File: src/rtl/switch_fifo.sv
// switch_fifo: 2x2 ring routing switch with a FIFO on each output.
// Each beat goes to the output with the lowest cost, which is the downstream
// latency plus the local FIFO occupancy. The cost advertised upstream is
// registered, so the latency/ready path does not close a combinational loop
// around the ring.
module switch_fifo #(
    parameter int unsigned DATA_WIDTH = 16,
    parameter int unsigned LAT_WIDTH  = 8,
    parameter int unsigned FIFO_DEPTH = 4
) (
    input  logic                      clk,
    input  logic                      rst_n,
    input  logic [1:0]                in_valid,
    input  logic [2*DATA_WIDTH-1:0]   in_data,
    output logic [1:0]                in_ready,
    output logic [LAT_WIDTH-1:0]      in_latency,
    output logic [1:0]                out_valid,
    output logic [2*DATA_WIDTH-1:0]   out_data,
    input  logic [1:0]                out_ready,
    input  logic [2*LAT_WIDTH-1:0]    out_latency
);

    localparam int unsigned PW = $clog2(FIFO_DEPTH);
    localparam int unsigned OW = PW + 1;
    localparam int unsigned CW = LAT_WIDTH + 1;

    logic [DATA_WIDTH-1:0] mem    [2][FIFO_DEPTH];
    logic [OW-1:0]         occ    [2];
    logic [PW-1:0]         wr_ptr [2];
    logic [PW-1:0]         rd_ptr [2];
    logic [CW-1:0]         sum    [2];
    logic [LAT_WIDTH-1:0]  cost   [2];
    logic [DATA_WIDTH-1:0] wdata  [2];

    logic [1:0] full;
    logic [1:0] empty;
    logic [1:0] push;
    logic [1:0] pop;
    logic [1:0] tgt;      // tgt[i]: output targeted by input i
    logic [1:0] accept;
    logic [1:0] sel0;
    logic [1:0] sel1;
    logic       best;

    // FIFO status flags and per-output saturating cost
    always_comb begin
        full  = '0;
        empty = '0;
        for (int k = 0; k < 2; k++) begin
            full[k]  = (occ[k] == OW'(FIFO_DEPTH));
            empty[k] = (occ[k] == '0);
            sum[k]   = CW'(out_latency[k*LAT_WIDTH +: LAT_WIDTH]) + CW'(occ[k]);
            cost[k]  = sum[k][LAT_WIDTH] ? '1 : sum[k][LAT_WIDTH-1:0];
        end
        // Ties go to output 1
        best = (cost[1] > cost[0]) ? 1'b0 : 1'b1;
    end

    // Routing: crossed when both or neither input is valid, cheapest output otherwise
    always_comb begin
        tgt = 2'b01;
        if (in_valid == 2'b01) begin
            tgt[0] = best;
        end else if (in_valid == 2'b10) begin
            tgt[1] = best;
        end
        in_ready = '0;
        for (int i = 0; i < 2; i++) begin
            in_ready[i] = ~full[tgt[i]];
        end
        accept = in_valid & in_ready;
    end

    // Push/pop decode and write-data select per output
    always_comb begin
        sel0 = '0;
        sel1 = '0;
        push = '0;
        pop  = '0;
        for (int k = 0; k < 2; k++) begin
            sel0[k]  = accept[0] && (tgt[0] == 1'(k));
            sel1[k]  = accept[1] && (tgt[1] == 1'(k));
            push[k]  = sel0[k] | sel1[k];
            pop[k]   = ~empty[k] & out_ready[k];
            wdata[k] = sel0[k] ? in_data[DATA_WIDTH-1:0]
                               : in_data[2*DATA_WIDTH-1:DATA_WIDTH];
        end
    end

    // Output side: head of each FIFO, valid whenever non-empty
    always_comb begin
        out_valid = ~empty;
        out_data  = '0;
        for (int k = 0; k < 2; k++) begin
            out_data[k*DATA_WIDTH +: DATA_WIDTH] = mem[k][rd_ptr[k]];
        end
    end

    // FIFO storage, intentionally not reset
    always_ff @(posedge clk) begin
        for (int k = 0; k < 2; k++) begin
            if (push[k]) begin
                mem[k][wr_ptr[k]] <= wdata[k];
            end
        end
    end

    // Pointers and occupancy; reset discards all buffered beats
    always_ff @(posedge clk or negedge rst_n) begin
        if (!rst_n) begin
            for (int k = 0; k < 2; k++) begin
                occ[k]    <= '0;
                wr_ptr[k] <= '0;
                rd_ptr[k] <= '0;
            end
        end else begin
            for (int k = 0; k < 2; k++) begin
                if (push[k]) begin
                    wr_ptr[k] <= wr_ptr[k] + PW'(1);
                end
                if (pop[k]) begin
                    rd_ptr[k] <= rd_ptr[k] + PW'(1);
                end
                case ({push[k], pop[k]})
                    2'b10:   occ[k] <= occ[k] + OW'(1);
                    2'b01:   occ[k] <= occ[k] - OW'(1);
                    default: occ[k] <= occ[k];
                endcase
            end
        end
    end

    // Advertised upstream latency: minimum cost, one cycle behind
    always_ff @(posedge clk or negedge rst_n) begin
        if (!rst_n) begin
            in_latency <= '0;
        end else begin
            in_latency <= (cost[0] < cost[1]) ? cost[0] : cost[1];
        end
    end

endmodule

File: config.mk
export PLATFORM = sky130hd
export DESIGN_NAME = switch_fifo
export DESIGN_NICKNAME = d
export VERILOG_FILES = /design/src/rtl/switch_fifo.sv
export SDC_FILE = /design/constraint.sdc
export NUM_CORES = 1
export LEC_CHECK = 0
export CORE_ASPECT_RATIO = 0.6
export CORE_UTILIZATION = 45
export DETAILED_ROUTE_END_ITERATION = 7
export GPL_ROUTABILITY_DRIVEN = 0
export PLACE_DENSITY = 0.72
export REMOVE_ABC_BUFFERS = 1
export SETUP_SLACK_MARGIN = 0.05
export SLEW_MARGIN = 25
export SYNTH_ARGS = -nofsm -noshare
export SYNTH_HDL_FRONTEND = slang
export SYNTH_SLANG_ARGS = --single-unit
File: constraint.sdc
create_clock -name clk -period 5.4 [get_ports clk]
set_clock_uncertainty 0.05 [all_clocks]
set_input_delay 0.54 -clock clk [delete_from_list [all_inputs] [get_ports clk]]
set_output_delay 0.54 -clock clk [all_outputs]
set_load 0.05 [all_outputs]
# After elaboration in Yosys (flattened, before gate mapping)
# Memories as Yosys holds them, arrays and structs flattened.
# Cells that the tools add are included.
dict set report word_totals {
  regBits 22
  ram_bits 128
  in_bits 54
  word_cells 91
  mem_count 1
}
dict set report classes {
  n_addsub 10
  magnitude_cmp 10
  eq_ne 8
  mux 29
  n_bitwise 16
  n_reduce_logical 10
}
# name depth width rd rd_clocked_by_memory_dff write_ports line
set mem_list {}
lappend mem_list {mem 2 64 2 0 2 27} ;# logic [DATA_WIDTH-1:0] mem [2][FIFO_DEPTH];
# operator n
set ops {}
lappend ops {{2-to-1 mux 16 bit} 8}
lappend ops {{2-to-1 mux 64 bit} 2}
lappend ops {{binary-select mux 16 bit (select 2 bit)} 2}
lappend ops {{demux 16 bit (select 2 bit)} 2}
lappend ops {{2-to-1 mux 8 bit} 3}
lappend ops {{adder 8 x 3 -> 9 bit} 2}
lappend ops {{greater-or-equal comparator 3 bit, second input constant} 4}
lappend ops {{inverter 2 -> 3 bit} 4}
lappend ops {{case mux 3 bit (2 select lines)} 2}
lappend ops {{2-to-1 mux 1 bit} 10}
lappend ops {{adder 2 x 1 -> 2 bit, second input constant} 4}
lappend ops {{> comparator 8 bit} 1}
lappend ops {{less-than comparator 8 bit} 1}
lappend ops {{adder 3 x 1 -> 3 bit, second input constant} 2}
lappend ops {{== test 2 x 1 -> 1 bit, second input constant} 3}
lappend ops {{== test 2 bit, second input constant} 3}
lappend ops {{== test 3 bit, second input constant} 2}
lappend ops {{logical AND 1 bit} 6}
lappend ops {{logical NOT 3 bit} 2}
lappend ops {{less-than comparator 3 x 1 -> 1 bit, second input constant} 2}
lappend ops {{inverter 1 bit} 6}
lappend ops {{subtractor 3 x 1 -> 3 bit, second input constant} 2}
lappend ops {{less-than comparator 1 x 2 -> 1 bit, second input constant} 2}
lappend ops {{nonzero test 2 bit} 2}
lappend ops {{other kinds (4)} 6}

# Longest topological paths before layout
# Gate-level depths: netlist of run 1.
dict set report depth {
  word_depth 14
  ltp_mapped 18
  depth_no_buf 18
}

# Worst setup path before layout of run 1
# OpenSTA, ideal clock, no wires.
dict set report synth_path {
  path_kind {input to output}
  from {input port out_latency[0]}
  to {output port in_ready[1]}
  t_arrival_ns 3.775
  required_ns 4.810
  setup_slack_ns 1.035
  cell_stages 12
  path_cell_list {ha_1 -> fa_1 -> a21oi_1 -> nor2b_1 -> and3_1 -> mux2_2 -> ha_1 -> o2111ai_1 -> nor2_1 -> nor2_1 -> a21oi_1 -> mux2i_1}
}
dict set report synth_between {
  elab_chain_cells 9
}
# element line
set synth_rtl {}
lappend synth_rtl {{start, declared} 20} ;# input logic [2*LAT_WIDTH-1:0] out_latency
lappend synth_rtl {{adder 8 x 3 -> 9 bit} 52} ;# sum[k] = CW'(out_latency[k*LAT_WIDTH +: LAT_WIDTH]) + CW'(occ[k]);
lappend synth_rtl {{2-to-1 mux 8 bit} 53} ;# cost[k] = sum[k][LAT_WIDTH] ? '1 : sum[k][LAT_WIDTH-1:0];
lappend synth_rtl {{> comparator 8 bit} 56} ;# best = (cost[1] > cost[0]) ? 1'b0 : 1'b1;
lappend synth_rtl {{2-to-1 mux 1 bit} 56}
lappend synth_rtl {{2-to-1 mux 1 bit} 64} ;# end else if (in_valid == 2'b10) begin
lappend synth_rtl {{2-to-1 mux 1 bit} 62} ;# if (in_valid == 2'b01) begin
lappend synth_rtl {{2-to-1 mux 1 bit (not written as such) (2 in series)} 69} ;# in_ready[i] = ~full[tgt[i]];
lappend synth_rtl {{inverter 1 bit} 69}
lappend synth_rtl {{end, declared} 15} ;# output logic [1:0] in_ready,
# Every way passes these cells. The select of a mux whose other input is x is not followed.

# Worst setup path after layout of run 1
# Ends and elaborated chain as after synthesis.

==> results by group, run 1 <==
Critical path
  – CP max-delay cell: nor2_1
  – Required @ worst endpoint: 4810 ps
  – Crit-path most repeated cell: a21oi_1
  – Max stage delay on crit path: 490 ps
  – Critical path class: input pin to output port
  – Worst-path fanout max: 8
  – Setup crit start kind: input pin
  – Critical path data arrival time: 4320 ps
  – CP Capture Type: output port
  – Crit path cell chain: clkdlybuf4s50_1, ha_1, fa_1, a21oi_1, nor2b_1, nand2b_1, mux2i_1, inv_1, ha_1, a21oi_1, nand2_1, nor2_1, a21oi_1, mux2i_1, buf_4

Global routing
  – Grt ovf: 0
  – First-pass GRT wire length: 22.33 mm
  – Largest net degree at the start of global routing: 23
  – GR Util All Layers: 19.20%
  – Initial antenna violation count: 0
  – Vias in the first global route: about 4000

Detailed routing
  – Via count: 3953
  – Number of DRC markers in iteration 0: 303
  – Vias/cell: 5.422
  – DR WL/cell: around 20 µm
  – Drt drc: 0
  – Detailed Route WL: 14.41 mm
  – DR pass1 iterations: 5
  – Post-DRT Antenna Nets: 0

Clocking
  – Clock tree buffer depth: 2
  – Root buf cell: clkbuf_16
  – Setup Buffers After CTS: 0
  – Clock latency on the worst-skew pair: 410 ps
  – Num CTS Buffers: 17
  – Cts hold-fix bufs: 0
  – H-tree depth: 4
  – Clk slew on worst S/H paths: 60 ps
  – CTS resizes: 0
  – CTS sink count: 150
  – CTS tree: done

Floorplan
  – Die ar.: 16100 µm²
  – Core area: 14850 µm²
  – Starting density of the core: 47.24%
  – # IOs: 98
  – Rows: 34
  – Die height: between 90 and 100 µm
  – Die width: ~160 µm

STA
  – Hold slack: 59.70 ps
  – Slew @ Worst Pin: between 800 and 900 ps
  – Slew Limit Fails: 0
  – Period Utilization, post-route: 90.84%
  – RSZ-0062 raised after global routing: no
  – Min Tclk post-route: just under 5000 ps
  – Max Freq: 203.9 MHz
  – Final hold vios: 0
  – Relative slew slack: 44.78%
  – Final setup fails: 0
  – Fin Setup TNS: 0 ps

Power and ir drop
  – PD cells: 641.1 nW/µm²
  – Maximum VDD drop: a little over 0.0004 V
  – LEAKAGE: 3.175 nW

Synthesis
  – Number of synthesized register bits: 150
  – Post-Syn Area: 7013 µm²
  – Post-synth EDFFs: 128
  – Synth unique cells: 51
  – Synthesized area per cell: 17.36 µm²
  – Yosys Warn Count: 0
  – Asr flop ratio synth: 14.67%
  – Post-synthesis sequential area ratio: a little over three fifths
  – Synth Instances: 404
  – Post-synth top flop: edfxtp_1

Placed design
  – Port bufs: 97
  – Post-DP HPWL: 10.21 mm

Finish
  – Layout cells sized above 1: a little under a quarter
  – Most common cell after layout, fill and taps aside: edfxtp_1
  – N_diodes: 0
  – Fillers: 1077
  – Area growth from synthesis to layout: 25.05%
  – Most frequent cells in the layout: edfxtp_1, clkdlybuf4s50_1, mux4_2
  – Nets@finish: ~600

Job
  – Maxcap violations: 0

Status
  – Status: finished clean

Min path
  – HP Class: input pin to async pin
[cell type report]
cell class,count,area [µm²],area share (%)
Multi-Input combinational cell,227,2485,28.33
Timing Repair Buffer,108,1044,11.90
Tap cell,198,247.7,2.825
Sequential cell,150,4395,50.12
Inverter,14,52.55,0.5992
Clock inverter,14,116.4,1.327
Clock buffer,18,429.2,4.894
[flip-flops by register name, indices dropped and copies added (netlist names)]
| name | flops |
|---|---|
| rd_ptr | 4 |
| occ | 6 |
| wr_ptr | 4 |
| in_latency | 8 |
| mem | 128 |
[per-stage QoR]
step	instances	setup slack (ps)	area [µm²]	power, W	utilization (%)
2_1_floorplan	391	1013	6920	0.003704	-
3_3_place_gp	697	472.5	8217	0.004517	55.34
3_5_place_dp	697	270.8	8224	0.004585	55.39
4_1_cts	729	549.2	8770	0.005672	59.07
5_1_grt	729	233.4	8770	0.005912	59.07
6_report	729	494.6	8770	0.005622	59.07
[worst max-delay path: cells and delay by family]
| kind | cells | cell delay (ps) |
|---|---|---|
| compound gates | 3 | 640 |
| fa+ha+maj | 3 | 1010 |
| buf+inv | 3 | 710 |
| mux | 2 | 450 |
| simple gates | 4 | 970 |
[report_power, final]
| part | internal (W) | switching, W | leakage [nW] |
|---|---|---|---|
| registers | 0.00168 | 0.000227 | 1.43 |
| logic | 0.00105 | 0.00159 | 1.49 |
| clock network | 0.000599 | 0.000476 | 0.257 |
| total | 0.00333 | 0.00230 | 3.18 |
[path summary, 6_finish.rpt]
check | start | to | slack [ps] | depth (start not counted)
setup / recovery | out_latency[0] | in_ready[1] | 490 | 15
hold / removal | rst_n | in_latency[7] | 60 | 1
setup reg to reg | occ[3] | occ[2] | 730 | 18
hold reg to reg | occ[5] | occ[5] | 470 | 1
max in group asynchronous | rst_n | rd_ptr[0] | 4840 | 1
min in group clk | occ[5] | occ[5] | 470 | 1
[cells in the mapped netlist, types with 3 or more instances]
cell type | n | area share, %
xnor2_1 | 9 | 1.1
dfrtp_1 | 22 | 7.9
and3_1 | 3 | 0.27
inv_1 | 14 | 0.75
ha_1 | 23 | 4.1
a21oi_1 | 7 | 0.50
mux2i_1 | 10 | 1.4
mux2_2 | 16 | 2.6
nor2b_1 | 6 | 0.54
a211oi_1 | 3 | 0.32
mux4_2 | 32 | 10
a21o_1 | 3 | 0.32
buf_2 | 4 | 0.29
xor2_1 | 7 | 0.87
nand2_1 | 15 | 0.80
buf_6 | 3 | 0.48
fa_1 | 4 | 1.1
and2b_1 | 3 | 0.32
or3_1 | 3 | 0.27
mux2_4 | 20 | 4.3
o21ai_0 | 3 | 0.21
a31o_2 | 3 | 0.37
edfxtp_1 | 128 | 55
nor2_1 | 17 | 0.91
and2_1 | 4 | 0.36
nand3_1 | 5 | 0.36
nand2b_1 | 3 | 0.27
clkbuf_1 | 3 | 0.16
[metal layers]
| metal | vias up | GRT usage (%) | part of all wire [%] | wire (µm) |
|---|---|---|---|---|
| li1 | 1812 | - | - | - |
| met1 | 1995 | 29.48 | 49 | 7057 |
| met2 | 137 | 27.51 | 44 | 6401 |
| met3 | 9 | 4.545 | 6.0 | 863 |
| met4 | 0 | 4.529 | 0.63 | 91 |
| met5 | - | 0 | 0 | 0 |
[cell families after synthesis]
| kind of cell | count (synthesis) | share of synthesized area, % |
|---|---|---|
| flip-flops | 150 | 62.66 |
| XOR/XNOR | 16 | 1.998 |
| AO/OA/AOI/OAI | 35 | 3.889 |
| adder cells (fa/ha/maj) | 28 | 5.388 |
| multiplexers | 78 | 18.55 |
| buffers and inverters | 27 | 2.070 |
| AND/OR/NAND/NOR | 70 | 5.442 |
Note: power is estimated with default switching activity, not from simulation.
==> run 2, diff against run 1 <==
--- a/config.mk
+++ b/config.mk
@@ -5,7 +5,9 @@
 export SDC_FILE = /design/constraint.sdc
 export NUM_CORES = 1
 export LEC_CHECK = 0
+export CAP_MARGIN = 20
 export CORE_ASPECT_RATIO = 0.6
+export CORE_MARGIN = 4
 export CORE_UTILIZATION = 45
 export DETAILED_ROUTE_END_ITERATION = 7
 export GPL_ROUTABILITY_DRIVEN = 0
==> results by group, run 2 (synthesis gave the netlist of run 1 again) <==
Detailed routing
  – Post-DRT Antenna Nets: 0
  – Vias/cell: 5.316
  – DR WL/cell: between 15 and 20 µm
  – DR pass1 iterations: 4
  – Via count: between 3000 and 4000
  – Number of DRC markers in iteration 0: around 290
  – Drt drc: 0
  – Detailed Route WL: 14.23 mm

Finish
  – Nets@finish: 600
  – Area growth from synthesis to layout: 25.74%
  – Layout cells sized above 1: 23.68%
  – Most frequent cells in the layout: edfxtp_1, clkdlybuf4s50_1, mux4_2
  – Fillers: 1151
  – N_diodes: 0
  – Flip-flop count of the largest register after layout: 128
  – Post-layout util: 57.53%
  – Most common cell after layout, fill and taps aside: edfxtp_1

STA
  – Slew @ Worst Pin: 818.9 ps
  – Final hold vios: 0
  – Hold slack: 50.93 ps
  – Slew Limit Fails: 0
  – Final setup fails: 0
  – RSZ-0062 raised after global routing: no
  – Relative slew slack: between 40% and 50%
  – Max Freq: slightly above 200 MHz
  – Final setup margin: 566.4 ps
  – Min Tclk post-route: approximately 4800 ps
  – Period Utilization, post-route: 89.51%
  – Fin Setup TNS: 0 ps

Min path
  – HP Class: input pin to async pin

Clocking
  – Num CTS Buffers: 17
  – Clk slew on worst S/H paths: 70 ps
  – H-tree depth: 4
  – Root buf cell: clkbuf_16
  – Setup Buffers After CTS: 0
  – Clock tree buffer depth: 2
  – Clock latency on the worst-skew pair: 430 ps
  – Cts hold-fix bufs: 0
  – CTS resizes: 0
  – CTS tree: done
  – CTS sink count: 150

Floorplan
  – Die width: 169.2 µm
  – Die height: 104.7 µm
  – # IOs: 98
  – Core area: around 15000 µm²
  – Starting density of the core: a little under half
  – Rows: 35
  – Die ar.: 17710 µm²

Critical path
  – Critical path class: input pin to output port
  – Worst Setup SP: out_latency[0]
  – RR Endpoint: occ[2]
  – Register-to-Register Setup Slack: 760 ps
  – Worst setup path end: in_ready[1]
  – Worst R2R Path Depth: 18
  – CP Capture Type: output port
  – Setup crit start kind: input pin
  – Required @ worst endpoint: roughly 4800 ps
  – FF-to-FF Start: occ[3]
  – Critical path data arrival time: around 4200 ps
  – Worst-path fanout max: 8

Global routing
  – Met2 usage: roughly 24%
  – Largest net degree at the start of global routing: 23
  – Grt met3 use: ~4.8%
  – Global route hottest layer: met1
  – Met1 Use GR: about 26%
  – Vias in the first global route: 4078
  – First-pass GRT wire length: 22.65 mm
  – Grt ovf: 0
  – GR Util All Layers: 16.93%
  – Initial antenna violation count: 0

Status
  – Status: finished clean

Power and ir drop
  – LEAKAGE: ~3.2 nW
  – Pwr Total: between 0.005 and 0.006 W
  – Maximum VDD drop: 0.0003929 V
  – PD cells: 646.4 nW/µm²

Placed design
  – Port bufs: 97
  – Dpl ws: 236.7 ps
  – Post-DP HPWL: 10.27 mm

Job
  – Maxcap violations: 0
-- run 2: cell types whose count changed in the layout (fill, tap and decap cells not counted), sizes merged --
cell	change
inv	+1
bufinv	+2
clkinv	+1
clkinvlp	-3
buf	+1
clkbuf	-1
-- run 2: cell type report --
type	count	area (µm²)	area share (%)
Multi-Input combinational cell	227	2474	28.05
Clock buffer	17	425.4	4.824
Sequential cell	150	4397	49.86
Timing Repair Buffer	109	1051	11.92
Tap cell	203	254.0	2.880
Inverter	14	52.55	0.5959
Clock inverter	15	165.2	1.873
-- run 2: worst min-delay path by stage --
stage                     to  slack [ps]  depth (start not counted)
2_1_floorplan  in_latency[0]         190                          0
3_3_place_gp       wr_ptr[2]         470                          1
3_5_place_dp          occ[2]         470                          1
4_1_cts        in_latency[7]          50                          1
5_1_grt        in_latency[7]          80                          1
6_report       in_latency[7]          50                          1
-- run 2: power by group --
part	leakage [nW]	total (W)	switching [W]	internal, W
registers	1.43	0.00193	0.000245	0.00168
clock network	0.291	0.00118	0.000488	0.000692
logic	1.49	0.00259	0.00155	0.00104
total	3.21	0.00570	0.00229	0.00342
-- run 2: through the flow --
| step | cell area, µm² | cells |
|---|---|---|
| floorplan | 6920 | 391 |
| global placement | 8230 | 703 |
| detailed placement | 8228 | 703 |
| CTS | 8818 | 735 |
| global route | 8818 | 735 |
| finish | 8818 | 735 |
-- run 2: worst max-delay path: stages --
cell	delay, ps
clkdlybuf4s50_1	400
ha_1	240
fa_1	410
a21oi_1	260
nor2b_1	130
nand2b_1	170
mux2i_1	210
inv_1	70
ha_1	350
a21oi_1	220
nand2_1	190
nor2_1	460
a21oi_1	160
mux2i_1	210
buf_4	230
-- run 2: metal layers --
layer	part of all wire, %	vias to the layer above	routed length (µm)
met1	49	1981	7045
met2	44	100	6329
met5	0	-	0
met3	5.4	11	767
met4	0.64	0	91
li1	-	1815	-
==> run 3, diff against run 2 <==
--- a/config.mk
+++ b/config.mk
@@ -8,10 +8,10 @@
 export CAP_MARGIN = 20
 export CORE_ASPECT_RATIO = 0.6
 export CORE_MARGIN = 4
-export CORE_UTILIZATION = 45
+export CORE_UTILIZATION = 35
 export DETAILED_ROUTE_END_ITERATION = 7
 export GPL_ROUTABILITY_DRIVEN = 0
-export PLACE_DENSITY = 0.72
+export PLACE_DENSITY = 0.59
 export REMOVE_ABC_BUFFERS = 1
 export SETUP_SLACK_MARGIN = 0.05
 export SLEW_MARGIN = 25
==> results by group, run 3 (synthesis gave the netlist of run 1 again) <==
Status
  – Status: finished clean

Detailed routing
  – DR WL/cell: 18.78 µm
  – Vias/cell: a little under 5
  – DR top layer: met4
  – WL met1: 7.650 mm
  – Number of DRC markers in iteration 0: 271
  – DR pass1 iterations: 4
  – Via count: 3943
  – Drt drc: 0
  – Met3 wire length: 672 µm
  – Detailed Route WL: between 15 and 20 mm
  – Post-DRT Antenna Nets: 0
  – Wire length on met2: 6.580 mm

Global routing
  – Vias in the first global route: 4218
  – Largest net degree at the start of global routing: 23
  – Grt ovf: 0
  – Initial antenna violation count: 0
  – First-pass GRT wire length: 23.43 mm
  – GR Util All Layers: 13.67%

STA
  – Final setup margin: 718.5 ps
  – Max Freq: between 200 and 250 MHz
  – Relative slew slack: 40.61%
  – RSZ-0062 raised after global routing: no
  – Min Tclk post-route: 4681 ps
  – Final setup fails: 0
  – Hold slack: 51.45 ps
  – Slew @ Worst Pin: approximately 890 ps
  – Period Utilization, post-route: 86.69%
  – Slew Limit Fails: 0
  – Fin Setup TNS: 0 ps
  – Final hold vios: 0

Clocking
  – Num CTS Buffers: 17
  – Clk slew on worst S/H paths: roughly 70 ps
  – CTS resizes: 0
  – Root buf cell: clkbuf_16
  – CTS sink count: 150
  – H-tree depth: 4
  – Cts hold-fix bufs: 0
  – CTS tree: done
  – Clock tree buffer depth: 2
  – Clock latency on the worst-skew pair: about 410 ps
  – Setup Buffers After CTS: 0

Placed design
  – Post-DP HPWL: 10.98 mm
  – Dpl ws: 316.0 ps
  – Port bufs: 97

Min path
  – HP Class: input pin to async pin

Floorplan
  – Die ar.: around 22000 µm²
  – # IOs: 98
  – Starting density of the core: 36.29%
  – Die height: 117.6 µm
  – Rows: 39
  – Core area: a little under 20000 µm²
  – Die width: 190.7 µm

Power and ir drop
  – Seq pwr share: 32.7%
  – Clock Power Share: 19.4%
  – Internal power: 0.003352 W
  – Logic pwr share: between 40% and 50%
  – Net Sw Power: 0.002302 W
  – PD cells: 636.6 nW/µm²
  – LEAKAGE: 3.197 nW
  – Switching part of the total: 40.72%
  – Maximum VDD drop: 0.0002683 V

Finish
  – Most frequent cells in the layout: edfxtp_1, clkdlybuf4s50_1, mux4_2
  – Most common cell after layout, fill and taps aside: edfxtp_1
  – Multi-input gate area: 2474 µm²
  – Fillers: 1702
  – Reg area: 4394 µm²
  – N_diodes: 0
  – Nets@finish: 603
  – Area growth from synthesis to layout: 26.64%
  – Flip-flop count of the largest register after layout: 128
  – Layout cells sized above 1: between 20% and 30%

Critical path
  – Critical path class: input pin to register
  – Worst R2R Path Depth: 18
  – Max stage delay on crit path: between 400 and 500 ps
  – Critical path data arrival time: 4970 ps
  – Required @ worst endpoint: 5690 ps
  – CP max-delay cell: fa_1
  – Setup crit start kind: input pin
  – Crit path cell chain: clkdlybuf4s50_1, ha_1, fa_1, a21oi_1, nor2b_1, nand2b_1, mux2i_1, inv_1, ha_1, a21oi_1, nand2_1, maj3_1, a2bb2oi_2, ha_1, inv_1, fa_1, xor2_1, nor2_1, xor2_1
  – CP Capture Type: register
  – Worst-path fanout max: 7
  – Crit-path most repeated cell: ha_1

Job
  – Maxcap violations: 0
-- run 3: critical path: cells and delay by family --
kind                     cells  cell delay, ps
AO/OA/AOI/OAI                3             770
XOR/XNOR                     2             300
adder cells (fa/ha/maj)      6            2020
buffers and inverters        3             530
multiplexers                 1             190
AND/OR/NAND/NOR              4             610
-- run 3: power groups by stage --
| stage | sequential (W) | combinational, W | clock [W] |
|---|---|---|---|
| floorplan | 0.00197 | 0.00174 | 0 |
| global placement | 0.00186 | 0.00272 | 0 |
| detailed placement | 0.00188 | 0.00275 | 0 |
| CTS | 0.00186 | 0.00276 | 0.00112 |
| global route | 0.00189 | 0.00290 | 0.00117 |
| finish | 0.00185 | 0.00271 | 0.00110 |
-- run 3: final timing paths --
check / slack [ps] / endpoint / startpoint
setup / recovery: 720 / occ[2] / out_latency[0]
hold / removal: 50 / in_latency[6] / rst_n
setup reg to reg: 810 / occ[2] / occ[3]
hold reg to reg: 480 / wr_ptr[2] / wr_ptr[2]
max in group asynchronous: 4870 / wr_ptr[3] / rst_n
min in group clk: 480 / wr_ptr[2] / wr_ptr[2]
-- run 3: final cells by class --
type / instances / area share, %
clock inverter: 13 / 1.254
timing repair buffer: 112 / 12.09
sequential: 150 / 49.48
tap: 266 / 3.748
clock buffer: 19 / 4.987
multi-input combinational: 227 / 27.85
inverter: 14 / 0.5917
-- run 3: layer usage --
metal	global-route usage [%]	vias to the layer above
met1	20.59	2002
li1	-	1820
met2	20.05	105
met4	3.094	0
met5	0	-
met3	3.349	16
-- run 3: through the flow --
step	cells	cell area, µm²	total power [W]	util, %
floorplan	391	6920	0.003704	-
global placement	769	8332	0.004578	43.12
detailed placement	769	8327	0.004624	43.09
CTS	801	8881	0.005732	45.96
global route	801	8881	0.005960	45.96
finish	801	8881	0.005654	45.96
